$ cat config.mk
export PLATFORM = sky130hd
export DESIGN_NAME = uart_tx_frame
export DESIGN_NICKNAME = d
export VERILOG_FILES = /design/src/rtl/uart_tx_frame.sv
export SDC_FILE = /design/constraint.sdc
export NUM_CORES = 1
export LEC_CHECK = 0
export BUFFER_PORTS_ARGS = -buffer_cell sky130_fd_sc_hd__buf_2
export CAP_MARGIN = 20
export CORE_ASPECT_RATIO = 0.8
export CORE_MARGIN = 8
export CORE_UTILIZATION = 43
export CTS_BUF_LIST = sky130_fd_sc_hd__clkbuf_2
export DETAILED_ROUTE_END_ITERATION = 10
export HOLD_SLACK_MARGIN = 0.05
export SKIP_LAST_GASP = 1
export SLEW_MARGIN = 15
export SYNTH_ARGS = -nofsm -noshare
export SYNTH_HDL_FRONTEND = slang
export SYNTH_SLANG_ARGS = --single-unit
$ cat constraint.sdc
create_clock -name clk -period 3.7 [get_ports clk]
set_input_delay 0.925 -clock clk [delete_from_list [all_inputs] [get_ports clk]]
set_output_delay 0.925 -clock clk [all_outputs]
set_load 0.02 [all_outputs]
$ cat src/rtl/uart_tx_frame.sv
// UART transmitter: start, DATA_BITS payload (LSB first), optional parity, 1-2 stop bits.
// Define UART_TX_FIFO_EN to place a FIFO_DEPTH-entry FIFO in front of the FSM.
module uart_tx_frame #(
  parameter int F_CLK      = 1_000_000,
  parameter int BAUDRATE   = 9600,
  parameter int DATA_BITS  = 8,
  parameter int PARITY     = 0,
  parameter int STOP_BITS  = 1,
  parameter int FIFO_DEPTH = 16
) (
  input  logic                 clk,
  input  logic                 rst,
  input  logic [DATA_BITS-1:0] tx_data,
  input  logic                 tx_valid,
  output logic                 tx_ready,
  output logic                 tx,
  output logic                 tx_busy,
  output logic                 tx_done
);

  localparam int CLKS_PER_BIT = F_CLK / BAUDRATE;
  localparam int CW = $clog2(CLKS_PER_BIT);
  localparam logic [CW-1:0] CNT_MAX = CW'(CLKS_PER_BIT - 1);
  localparam logic [3:0] DATA_LAST = 4'(DATA_BITS - 1);
  localparam logic [3:0] STOP_LAST = 4'(STOP_BITS - 1);
  localparam logic ODD = (PARITY == 1);

  if (CLKS_PER_BIT < 2) begin : g_bad_cpb
    $error("uart_tx_frame: CLKS_PER_BIT must be >= 2");
  end
  if (DATA_BITS < 5 || DATA_BITS > 9) begin : g_bad_data
    $error("uart_tx_frame: DATA_BITS must be 5..9");
  end
  if (PARITY < 0 || PARITY > 2) begin : g_bad_par
    $error("uart_tx_frame: PARITY must be 0..2");
  end
  if (STOP_BITS < 1 || STOP_BITS > 2) begin : g_bad_stop
    $error("uart_tx_frame: STOP_BITS must be 1..2");
  end

  typedef enum logic [2:0] {
    S_IDLE,
    S_START,
    S_DATA,
    S_PAR,
    S_STOP
  } state_t;

  state_t state, state_next;

  logic [CW-1:0]        div;
  logic [3:0]           bit_cnt;
  logic [DATA_BITS-1:0] shift;
  logic                 par;
  logic                 bit_end;
  logic                 word_avail;
  logic [DATA_BITS-1:0] word;
  logic                 start;
  logic                 tx_d;
  logic                 done_d;

  assign bit_end = (div == CNT_MAX);
  assign start   = (state == S_IDLE) && word_avail;
  assign tx_busy = (state != S_IDLE);

`ifdef UART_TX_FIFO_EN
  localparam int AW = $clog2(FIFO_DEPTH);

  if (FIFO_DEPTH < 2 || (FIFO_DEPTH & (FIFO_DEPTH - 1)) != 0)
  begin : g_bad_depth
    $error("uart_tx_frame: FIFO_DEPTH must be a power of two >= 2");
  end

  logic [DATA_BITS-1:0] mem [FIFO_DEPTH];
  logic [AW:0]          wr_ptr;
  logic [AW:0]          rd_ptr;
  logic                 empty;
  logic                 full;
  logic                 push;
  logic                 pop;

  assign empty = (wr_ptr == rd_ptr);
  assign full  = (wr_ptr[AW] != rd_ptr[AW]) &&
                 (wr_ptr[AW-1:0] == rd_ptr[AW-1:0]);
  assign push  = tx_valid && !full;
  assign pop   = start;

  assign tx_ready   = !full;
  assign word_avail = !empty;
  assign word       = mem[rd_ptr[AW-1:0]];

  // FIFO storage; stale entries are harmless once the pointers reset
  always_ff @(posedge clk) begin
    if (push) mem[wr_ptr[AW-1:0]] <= tx_data;
  end

  // FIFO pointers: a full FIFO blocks the push even when a pop is due
  always_ff @(posedge clk) begin
    if (rst) begin
      wr_ptr <= '0;
      rd_ptr <= '0;
    end else begin
      if (push) wr_ptr <= wr_ptr + 1'b1;
      if (pop)  rd_ptr <= rd_ptr + 1'b1;
    end
  end
`else
  assign tx_ready   = (state == S_IDLE);
  assign word_avail = tx_valid;
  assign word       = tx_data;
`endif

  // State register
  always_ff @(posedge clk) begin
    if (rst) state <= S_IDLE;
    else     state <= state_next;
  end

  // Next-state: each bit lasts CLKS_PER_BIT clocks, bit_cnt walks bits
  always_comb begin
    state_next = state;
    unique case (state)
      S_IDLE:  if (start) state_next = S_START;
      S_START: if (bit_end) state_next = S_DATA;
      S_DATA:
        if (bit_end && bit_cnt == DATA_LAST)
          state_next = (PARITY != 0) ? S_PAR : S_STOP;
      S_PAR:   if (bit_end) state_next = S_STOP;
      S_STOP:
        if (bit_end && bit_cnt == STOP_LAST)
          state_next = S_IDLE;
      default: state_next = S_IDLE;
    endcase
  end

  // Divider, bit counter, shift register and latched parity bit
  always_ff @(posedge clk) begin
    if (rst) begin
      div     <= '0;
      bit_cnt <= '0;
      shift   <= '0;
      par     <= 1'b0;
    end else if (state == S_IDLE) begin
      div     <= '0;
      bit_cnt <= '0;
      if (start) begin
        shift <= word;
        par   <= (^word) ^ ODD;
      end
    end else if (bit_end) begin
      div     <= '0;
      bit_cnt <= (state_next != state) ? 4'd0 : bit_cnt + 4'd1;
      if (state == S_DATA) shift <= shift >> 1;
    end else begin
      div <= div + CW'(1);
    end
  end

  // Line level and done strobe for the current state
  always_comb begin
    tx_d   = 1'b1;
    done_d = 1'b0;
    unique case (state)
      S_START: tx_d = 1'b0;
      S_DATA:  tx_d = shift[0];
      S_PAR:   tx_d = par;
      S_STOP:  done_d = bit_end && (bit_cnt == STOP_LAST);
      default: tx_d = 1'b1;
    endcase
  end

  // Registered outputs, so tx lags the state by one clock
  always_ff @(posedge clk) begin
    if (rst) begin
      tx      <= 1'b1;
      tx_done <= 1'b0;
    end else begin
      tx      <= tx_d;
      tx_done <= done_d;
    end
  end

endmodule

==> results of run 1 <==
==> through the flow <==
step,hold WS [ps],instances
floorplan,418,142
global placement,435,189
detailed placement,438,189
CTS,470,193
global route,499,193
finish,463,193
==> cells by family (layout without fill, tap and decap cells) <==
kind of cell             after synthesis  in the layout  synth area share
AND/OR/NAND/NOR                       49             49             0.233
multiplexers                           7              7            0.0511
adder cells (fa/ha/maj)                3              3            0.0274
flip-flops                            25             25             0.365
AO/OA/AOI/OAI                         33             33             0.185
buffers and inverters                 12             23            0.0556
XOR/XNOR                              13             13            0.0830
==> per-layer routing <==
metal | global-route usage | vias up
met2 | 0.180 | 14
met3 | 0.0390 | 2
li1 | - | 530
met5 | 0 | -
met1 | 0.146 | 468
met4 | 0.0207 | 0
==> state kept, by name (all words and copies together), names as in the netlist <==
name and count:
bit_cnt 4, div 7, par 1, shift 8, state 3, tx 1, tx_done 1
==> layout make-up <==
class                      count  area share
clock buffer                   4      0.0138
inverter                       5      0.0129
multi-input combinational    105       0.547
sequential                    25       0.344
tap                           40      0.0344
timing repair buffer          14      0.0482
==> layout by cell type, fill, tap and decap left out, types with 2 or more instances in the layout <==
cell,count
clkbuf_2,4
or3_1,2
xnor2_1,11
xor2_1,2
inv_1,5
a211oi_1,3
o21ai_0,4
and4bb_2,2
buf_2,14
nand2_1,4
dfxtp_1,25
nand3_1,8
nand2b_1,3
o22ai_1,3
nor2_1,11
mux2i_1,7
nor3_1,4
ha_1,3
a211oi_2,7
a21oi_1,10
==> critical path, stage by stage (launching register included) <==
cell and delay (ps):
dfxtp_1 500, nor3_4 670, buf_2 290
==> how the worst max path moves through the flow <==
| stage | slack (ps) | cells past startpoint | end | start |
|---|---|---|---|---|
| 2_1_floorplan | 1750 | 4 | tx_busy | state[2] |
| 3_3_place_gp | 1430 | 2 | tx_ready | state[0] |
| 3_5_place_dp | 1380 | 2 | tx_ready | state[0] |
| 4_1_cts | 950 | 2 | tx_ready | state[0] |
| 5_1_grt | 820 | 2 | tx_ready | state[0] |
| 6_report | 970 | 2 | tx_ready | state[0] |
==> power by group through the flow <==
stage | Sequential [W] | Clock, W | Combinational, W
finish | 0.000291 | 0.000107 | 0.0000827
global route | 0.000294 | 0.000126 | 0.0000912
CTS | 0.000291 | 0.000114 | 0.0000832
detailed placement | 0.000296 | 0 | 0.0000830
global placement | 0.000296 | 0 | 0.0000811
floorplan | 0.000293 | 0 | 0.0000690
==> results_dict.tcl, run 1 <==
set metrics [dict create \
    synth_common_cells "dfxtp_1 (25), nor2_1 (11), xnor2_1 (11)" \
    synth_area_um2 1370 \
    power_frac_clock 0.222 \
    drc_errors 0 \
    avgViaCountPerCell 5.25 \
    wl_per_cell_um 14.0 \
    rsz0062_at_grt "no" \
    wl_met3_um 107 \
    hold_violations 0 \
    ys_seq_elements 25 \
    rr_startpoint "state[0]" \
    clk_latency_ps 330 \
    netSwitchingPower_w 0.000133 \
    yosys-top-cells-area "dfxtp_1 (36%), xnor2_1 (7.0%), a211oi_2 (6.4%), mux2i_1 (5.1%), a21oi_1 (3.6%)" \
    yosysSeqAreaShare 0.365 \
    min_to "div[0]" \
    switching_share 0.276 \
    cts_tree "done" \
    grt_max_degree 21 \
    core-area_um2 3060 \
    dr.max_layer_used "met4" \
    setup_viol 0 \
    tns_ps 0 \
    overflow 0 \
    period_minus_slack_ps 2730 \
    synth_edf_count 0 \
    worst_r2r_endpoint "bit_cnt[2]" \
    ys_types 43 \
    reg2regPathDepth 4 \
    multi_input_area_um2 796 \
    synthCells 142 \
    seq_power_share 0.606 \
    drv_slew 0 \
    required_ps 2770 \
    peakVddDrop_mv 0.164 \
    dr.pass1.iters 4 \
    post-route-period-util 0.737 \
    cap_violations 0 \
    critPathKind "flop to output port" \
    yosys.area.top_type "dfxtp_1" \
    diodes 0 \
    clk_pin_slew_worst_paths_ps 220 \
    async_flop_share 0 \
    die_w_um 79.2 \
    hold_buffers 0 \
    whs_path_depth 1 \
    postPlaceCellArea_um2 1440 \
    power_density_nw_per_um2 330 \
    fin_util 0.475 \
    synth_ff_type "dfxtp_1" \
    syn-num-nets 156 \
    drive_above_1_share 0.248 \
    dr_wl_met2_um 1210 \
    max_freq_mhz 367 \
    hp-class "flop to flop" \
    die_h_um 66.5 \
    rrSetupSlack_ps 1790 \
    synth_area_per_cell_um2 9.67 \
    rows 18 \
    synth_top_area_frac 0.365 \
    place_ws_ps 1380 \
    critical_path.max_fanout 15 \
    finalWeightedCongestion 0.760 \
    status "complete, no violations" \
    max_slew_margin 0.522 \
    internal_power_w 0.000348 \
    cts_root_buf "clkbuf_2" \
    fin_ws_ps 974 \
    die_area_um2 5270 \
    finClkSkew_ps 3.99 \
    power_w 0.000481 \
    initial_utilization 0.448 \
    io_buffers 14 \
    critPathLaunchType "flop" \
    synth.most_common_cell "dfxtp_1" \
    hpwl_um 1990 \
    end_kind "output port" \
    finalInstanceArea_um2 1460 \
    grt_usage 0.113 \
    ys_warn_count 0 \
    worst_pin_slew_ps 714 \
    antenna_found_initial 0 \
    synthToLayoutAreaGrowth_pct 6.02 \
    cts_sinks 25 \
    fillers 300 \
    cts_buffers 3 \
    vias 1014 \
    final_antenna_net_count 0 \
    cts_setup_buffers 0 \
    grt_pass1_wl_um 4820 \
    seq_area_um2 500 \
    io_pins 15 \
    cts_max_level 1 \
    wl_met1_um 1380 \
    grt_pass1_vias 1045 \
    cts_resized 0 \
    nNetsFinal 168 \
    leakagePower_nw 0.521 \
    first_iter_violations 49 \
    combinationalPowerShare 0.172 \
    clock_path_buffers 2 \
    wirelength_um 2700 \
    hp-start "div[0]" \
    critPathArrivalTime_ps 1800 \
]
(Power assumes the default switching activity.)
==> run 2: changes to the inputs <==
- clock period: 3.7 -> 2.25 ns (I/O delays scaled with it)
==> run 2 against run 1 <==
  * Sequential power increased by 65%
  * Die area unchanged
  * Core utilization increased by 0.25 points
  * Design area increased by 0.52%
  * Critical path depth unchanged
  * Wire length increased by 0.41%
  * Clock power increased by 62%
  * Via count increased by 3.9%
  * Sequential cell count unchanged
  * Worst hold slack got worse by 54 ps
  * Critical endpoint unchanged
  * Largest power group unchanged
  * Highest routed layer unchanged
==> results_dict.tcl, run 2 (same netlist as run 1, synthesis figures left out) <==
set metrics [dict create \
    status "complete, no violations" \
    cap_violations 0 \
    layout.cells.most_common_list "dfxtp_1 (25), buf_2 (14), nor2_1 (11), xnor2_1 (11), a21oi_1 (10)" \
    hold_buffers 0 \
    setup_viol 0 \
    finClkSkew_ps 26.6 \
    max_freq_mhz 469 \
    die_h_um 66.5 \
    io_buffers 14 \
    hpwl_um 2050 \
    combinationalPowerShare 0.176 \
    leakagePower_nw 0.525 \
    io_pins 15 \
    finalWeightedCongestion 0.760 \
    die_area_um2 5270 \
    dp_cells 190 \
    power_frac_clock 0.219 \
    diodes 0 \
    drv_slew 0 \
    critPathKind "flop to output port" \
    instances_no_fill 194 \
    clock_path_buffers 2 \
    cts_tree "done" \
    regMostFlops "shift" \
    layout_commonest_cell "dfxtp_1" \
    vias 1054 \
    post-route-period-util 0.947 \
    grt_pass1_wl_um 4730 \
    rsz0062_at_grt "no" \
    largest_register_ffs 8 \
    max_slew_margin 0.673 \
    nNetsFinal 169 \
    synthToLayoutAreaGrowth_pct 6.56 \
    die_w_um 79.2 \
    antenna_found_initial 0 \
    dr.pass1.iters 4 \
    drive_above_1_share 0.253 \
    postPlaceCellArea_um2 1440 \
    cts_resized 0 \
    tns_ps 0 \
    wirelength_um 2720 \
    power_density_nw_per_um2 541 \
    cts_max_level 1 \
    first_iter_violations 63 \
    rows 18 \
    critical_path.max_fanout 12 \
    grt_usage 0.111 \
    critPathArrivalTime_ps 1570 \
    end_kind "output port" \
    peakVddDrop_mv 0.388 \
    grt_pass1_vias 1021 \
    period_minus_slack_ps 2130 \
    finalInstanceArea_um2 1460 \
    wl_per_cell_um 14.0 \
    hp-class "input pin to flop" \
    switching_share 0.283 \
    internal_power_w 0.000567 \
    clk_pin_slew_worst_paths_ps 240 \
    critPathLaunchType "flop" \
    cts_setup_buffers 0 \
    fillers 303 \
    reg_top3 "shift: 8 flops, div: 7 flops, bit_cnt: 4 flops" \
    grt_max_degree 21 \
    cts_buffers 3 \
    worst_pin_slew_ps 487 \
    cts_root_buf "clkbuf_2" \
    required_ps 1690 \
    final_antenna_net_count 0 \
    core-area_um2 3060 \
    initial_utilization 0.448 \
    drc_errors 0 \
    overflow 0 \
    hold_violations 0 \
    netSwitchingPower_w 0.000224 \
    seq_power_share 0.605 \
    avgViaCountPerCell 5.43 \
    clk_latency_ps 360 \
    cts_sinks 25 \
]
==> run 2: final timing paths <==
| check | start | endpoint | slack [ps] | cells after the start |
|---|---|---|---|---|
| worst max register to register | state[0] | shift[5] | 550 | 4 |
| worst min register to register | div[0] | div[0] | 460 | 1 |
| worst min-delay path | tx_valid | par | 410 | 2 |
| worst max-delay path | state[0] | tx_ready | 120 | 2 |
==> run 2: area by class of cell <==
class / count / area, um2 / share of cell area
clock buffer: 3 / 15.0 / 0.0103
timing repair buffer: 15 / 77.6 / 0.0530
inverter: 5 / 18.8 / 0.0128
tap: 40 / 50.0 / 0.0342
multi-input combinational: 105 / 796 / 0.544
sequential: 25 / 500 / 0.342
clock inverter: 1 / 5.00 / 0.00342
==> run 2: critical path: stages (launching register included) <==
cell and delay (ps):
dfxtp_1 510, nor3_4 460, buf_2 250
==> run 2: power by group through the flow <==
stage,clock (W),sequential [W],combinational [W]
2_1_floorplan,0,0.000482,0.000113
3_3_place_gp,0,0.000487,0.000136
3_5_place_dp,0,0.000487,0.000141
4_1_cts,0.000183,0.000479,0.000140
5_1_grt,0.000201,0.000483,0.000155
6_report,0.000173,0.000479,0.000139
==> run 2: metal layers <==
metal	wire (um)	track usage	share of wire	vias up
met4	8	0.0207	0.0029	0
met2	1190	0.176	0.44	13
met5	0	0	0	-
li1	-	-	-	533
met3	104	0.0376	0.038	2
met1	1410	0.145	0.52	506
==> run 2: through the flow <==
stage	power, W	setup WS (ps)	hold WS (ps)	util
3_3_place_gp	0.000623	558	435	0.471
4_1_cts	0.000803	121	404	0.478
6_report	0.000791	119	409	0.478
5_1_grt	0.000838	7.67	400	0.478
2_1_floorplan	0.000596	664	418	-
3_5_place_dp	0.000628	485	437	0.471
